===== src/rtl/countdown_timer.sv =====
// Programmable down-counting timer with prescaler,
// one-cycle done pulse, sticky irq and optional auto-reload.
module countdown_timer #(
  parameter int WIDTH    = 16,
  parameter int PRESCALE = 1
) (
  input  logic             clock,
  input  logic             reset,
  input  logic             load,
  input  logic [WIDTH-1:0] loadValue,
  input  logic             start,
  input  logic             stop,
  input  logic             autoReload,
  input  logic             tick,
  input  logic             clearIrq,
  output logic [WIDTH-1:0] count,
  output logic             running,
  output logic             done,
  output logic             irq
);

  localparam int PW =
    (PRESCALE > 1) ? $clog2(PRESCALE) : 1;
  localparam logic [PW-1:0] PMAX =
    PW'(PRESCALE - 1);

  typedef enum logic {
    IDLE,
    RUN
  } state_t;

  state_t           state;
  state_t           state_n;
  logic [WIDTH-1:0] count_n;
  logic [WIDTH-1:0] rld;
  logic [WIDTH-1:0] rld_n;
  logic [PW-1:0]    pre;
  logic [PW-1:0]    pre_n;
  logic             done_n;
  logic             irq_n;
  logic             is_run;
  logic             can_reload;

  assign is_run     = (state == RUN);
  assign can_reload = autoReload &&
                      (rld != '0);

  // running is a pure decode of the state register
  assign running = is_run;

  // State, count, reload, prescaler and flag registers
  always_ff @(posedge clock) begin
    if (reset) begin
      state <= IDLE;
      count <= '0;
      rld   <= '0;
      pre   <= '0;
      done  <= 1'b0;
      irq   <= 1'b0;
    end else begin
      state <= state_n;
      count <= count_n;
      rld   <= rld_n;
      pre   <= pre_n;
      done  <= done_n;
      irq   <= irq_n;
    end
  end

  // Next state: load > stop > start > decrement event
  always_comb begin
    state_n = state;
    count_n = count;
    rld_n   = rld;
    pre_n   = pre;
    done_n  = 1'b0;
    irq_n   = irq;
    if (clearIrq) begin
      irq_n = 1'b0;
    end
    unique case (1'b1)
      load: begin
        count_n = loadValue;
        rld_n   = loadValue;
        pre_n   = '0;
      end
      stop: begin
        if (is_run) begin
          state_n = IDLE;
        end
      end
      start: begin
        if (!is_run && count != '0) begin
          state_n = RUN;
          pre_n   = '0;
        end
      end
      default: begin
        if (is_run && tick) begin
          if (pre == PMAX) begin
            pre_n = '0;
            if (count > WIDTH'(1)) begin
              count_n = count - WIDTH'(1);
            end else if (count == WIDTH'(1)) begin
              // Expiry: set beats a same-cycle clear
              done_n = 1'b1;
              irq_n  = 1'b1;
              if (can_reload) begin
                count_n = rld;
              end else begin
                count_n = '0;
                state_n = IDLE;
              end
            end
          end else begin
            pre_n = pre + PW'(1);
          end
        end
      end
    endcase
  end

endmodule


===== config.mk =====
export PLATFORM = sky130hd
export DESIGN_NAME = countdown_timer
export DESIGN_NICKNAME = d
export VERILOG_FILES = /design/src/rtl/countdown_timer.sv
export SDC_FILE = /design/constraint.sdc
export NUM_CORES = 1
export LEC_CHECK = 0
export ABC_CLOCK_PERIOD_IN_PS = 3500
export CAP_MARGIN = 10
export CORE_MARGIN = 3
export CORE_UTILIZATION = 51
export DETAILED_ROUTE_END_ITERATION = 16
export PLACE_DENSITY = 0.8
export SLEW_MARGIN = 5
export SYNTH_ARGS = -nofsm -noshare
export SYNTH_HDL_FRONTEND = slang
export SYNTH_SLANG_ARGS = --single-unit

===== constraint.sdc =====
create_clock -name clock -period 3.5 [get_ports clock]
set_clock_uncertainty 0.1 [all_clocks]
set_input_delay 0.7 -clock clock [delete_from_list [all_inputs] [get_ports clock]]
set_output_delay 0.7 -clock clock [all_outputs]
set_load 0.02 [all_outputs]

==> summary.txt <==
CLOCK NETWORK
-------------------------------------------------------------------------------------------
Bufs on Longest Clock Path                                                                2
Source-to-sink clock delay at the later pin of the worst-skew pair                  0.29 ns
Number of buffers inserted to repair setup after CTS                                      0
Number of buffers added by the clock tree synthesis step                                  5
Number of H-tree levels                                                                   2
Number of clock sinks                                                                    35
Clk Tree Root Cell                                                                 clkbuf_8
Clock-pin slew on the worst setup and hold paths                                    0.07 ns
TritonCTS clock tree                                                                  built
Number of gates given a new drive strength after cts                                      0
Number of hold buffers added after CTS                                                    0

STA
-------------------------------------------------------------------------------------------
Number of pins with negative max-slew slack in the final report                           0
Number of hold-slack violations in the final timing report                                0
Fmax                                                                                366 MHz
Total Negative Setup Slacks                                                            0 ns
Worst slew margin                                                                     54.8%
Fraction of the cycle the final worst path needs                                      78.1%
Final setup violation count                                                               0
Worst Tran Pin Value                                                               0.676 ns
RSZ-0062 raised after global routing                                                  false
Final min period                                                                    2.74 ns
Worst Hold Margin                                                                  0.381 ns

POWER
-------------------------------------------------------------------------------------------
Net switching fraction of the power                                                   34.1%
Sequential group share of total power                                                 41.2%
Logic pwr share                                                                       32.8%
Internal                                                                         0.000723 W
Clock share of power                                                                  26.0%
Total power of the final layout                                                   0.00110 W
Sw power                                                                         0.000375 W
Peak VDD IR                                                                        0.290 mV
Power per standard cell area                                                    427 nW/um^2
Total leakage power                                                                0.954 nW

PLACE
-------------------------------------------------------------------------------------------
Cell count after placement                                                              328
Count of input and output buffers                                                        42
Weighted congestion reported at the end of routability-driven placement               0.906
Detailed placer's ending HPWL                                                       4070 um

SETUP PATH
-------------------------------------------------------------------------------------------
Required time of the critical path                                                  3.60 ns
CP startpoint                                                                      count[0]
Worst setup path class                                                         flop to flop
Reg2Reg Setup Slack                                                                 0.76 ns
Start of the worst register-to-register path                                       count[0]
Arrival time at the worst endpoint                                                  2.83 ns
Setup crit start kind                                                                  flop
Max Fanout on Critical Path                                                               8
End of the worst register-to-register path                                         count[6]
Critical Path End                                                                  count[6]
Critical Path End Type                                                                 flop
R2R cell count                                                                            7

FLOORPLAN
-------------------------------------------------------------------------------------------
Die Width                                                                           70.0 um
Die area                                                                          4890 um^2
Chip height                                                                         70.0 um
IO Pins                                                                                  43
Site row count                                                                           22
Initial core utilization                                                              54.9%
Core region area                                                                  3800 um^2

LOGIC SYNTHESIS
-------------------------------------------------------------------------------------------
Synth Area in Compound Gates                                                          24.2%
Seq cells post-synth                                                                     35
Area share of xor/xnor cells in the synthesized design                                3.36%
Main combinational cell family by area after synthesis                         compound AO/OA/AOI/OAI gates
Share of cell area taken by muxes after synthesis                                     5.34%
Commonest cells post-synth                                                     dfxtp_1, nor2_1, nand2_1
Main area contributors after synthesis                                         dfxtp_1, nor2_1, mux2i_1
Number of enable flip-flop cells after synthesis                                          0
Sequential fraction of the synthesis area                                             33.6%
Top_reg_cell synth                                                                  dfxtp_1
Net count after synthesis                                                               280
FFs w/ async S/R, synth                                                                  0%
Number of unique standard cell types used by synthesis                                   53
Post-synthesis simple-gate area fraction                                              23.9%
Summed instance area of the synthesized netlist                                   2090 um^2
Most frequently used cell type in the post-synthesis netlist                        dfxtp_1
Adder and majority cell fraction of the synthesized area                              1.80%
Synth top area share                                                                  33.6%
YS warnings                                                                               0
Number of instances in the synthesized netlist                                          253
Cell accounting for the most synthesized area                                       dfxtp_1
Synthesized area per cell                                                         8.24 um^2

DRT
-------------------------------------------------------------------------------------------
Routed WL                                                                           5830 um
Count of vias placed by the detailed router                                            2152
Final routed wire length divided by cell count                                      17.4 um
Number of design-rule violations left by the first detailed-router iteration            261
Number of routed nets with antenna violations                                             0
Number of design rule violations left after detail routing                                0
Number of iterations in the first detailed-routing pass                                   5
Detailed-route vias per instance                                                       6.40

GLOBAL ROUTE
-------------------------------------------------------------------------------------------
Antenna violations before repair                                                          0
Largest net degree at the start of global routing                                        30
Wire length of the first global-routing pass                                        9690 um
Global Route Usage Sum                                                                24.1%
Total overflow reported by the global router                                              0
Via count of the first global-routing pass                                             1920

FINISH
-------------------------------------------------------------------------------------------
Area occupied by registers                                                         701 um^2
# nets final                                                                            314
Combined area of the multi-input logic cells                                      1220 um^2
Number of standard cells in the final layout excluding fillers                          336
Area growth, synth to finish                                                          23.2%
Proportion of layout cells with a drive suffix above 1                                7.29%
ANT cells                                                                                 0
Number of fillers in the final layout                                                   317
Share of the core filled with cells in the final layout                               67.6%

JOB
-------------------------------------------------------------------------------------------
Max Cap Violations                                                                        0

RUN STATUS
-------------------------------------------------------------------------------------------
Status                                                                         finished, final reports clean

HOLD PATH
-------------------------------------------------------------------------------------------
Path class of the lowest-slack min-delay path                                  flop to flop
Cells on Worst Hold Path                                                                  2

## sequential cells by signal, indices dropped and copies added, names as in the netlist
signal   count
count       16
done         1
irq          1
rld         16
running      1
## per-layer routing
layer	track usage [%]	up-vias	part of all wire [%]
met3	5.04	14	7.7
met4	8.09	0	1.8
met1	33.3	1003	44
met5	0	-	0
met2	37.3	111	46
li1	-	1024	-
## power by group through the flow
stage / clock network [W] / registers, W / logic (W)
after floorplan: 0 / 0.000464 / 0.000250
after global placement: 0 / 0.000460 / 0.000348
after detailed placement: 0 / 0.000460 / 0.000351
after CTS: 0.000288 / 0.000451 / 0.000355
after global routing: 0.000310 / 0.000456 / 0.000391
final: 0.000286 / 0.000452 / 0.000360
## kinds of logic after synthesis
kind of cell / count (synthesis)
flops: 35
simple gates: 97
compound gates: 69
buf+inv: 30
xor+xnor: 8
fa+ha+maj: 3
mux: 11
## how the worst min path moves through the flow
stage,startpoint,endpoint,slack [ns]
3_3_place_gp,irq,irq,0.36
3_5_place_dp,rld[4],rld[4],0.38
4_1_cts,rld[4],rld[4],0.39
6_report,irq,irq,0.38
5_1_grt,rld[8],rld[8],0.41
2_1_floorplan,rld[2],rld[2],0.35
## area by class of cell
cell class	instances	share of cell area [%]
clock inverters	1	0.195
inverters	8	1.17
well taps	48	2.34
flip-flops and latches	35	27.3
repair buffers	49	18.4
multi-input cells	188	47.6
clock buffers	7	2.97
## critical path, cell delays in order (launching register included)
cell	delay (ns)
dfxtp_1	0.37
inv_1	0.12
ha_1	0.26
or3b_1	0.51
or4_2	0.57
a221oi_1	0.34
a41oi_1	0.08
a311oi_1	0.28
## layout by cell type, fill, tap and decap left out, drive strengths merged, types with 4 or more instances in the layout
master,count
a211o,4
a21oi,18
a311oi,10
buf,7
clkbuf,7
clkdlybuf4s50,42
dfxtp,35
inv,8
mux2i,10
nand2,20
nand4,4
nor2,30
nor3,8
nor4,10
o21ai,5
o32ai,5
or4,6
xnor2,5
## stage by stage
| stage | setup slack, ns | instance area, um^2 |
|---|---|---|
| 6_report | 0.765 | 2570 |
| 5_1_grt | 0.624 | 2570 |
| 4_1_cts | 0.784 | 2570 |
| 3_5_place_dp | 0.794 | 2490 |
| 3_3_place_gp | 0.838 | 2490 |
| 2_1_floorplan | 0.880 | 2090 |
(Power assumes the default switching activity.)
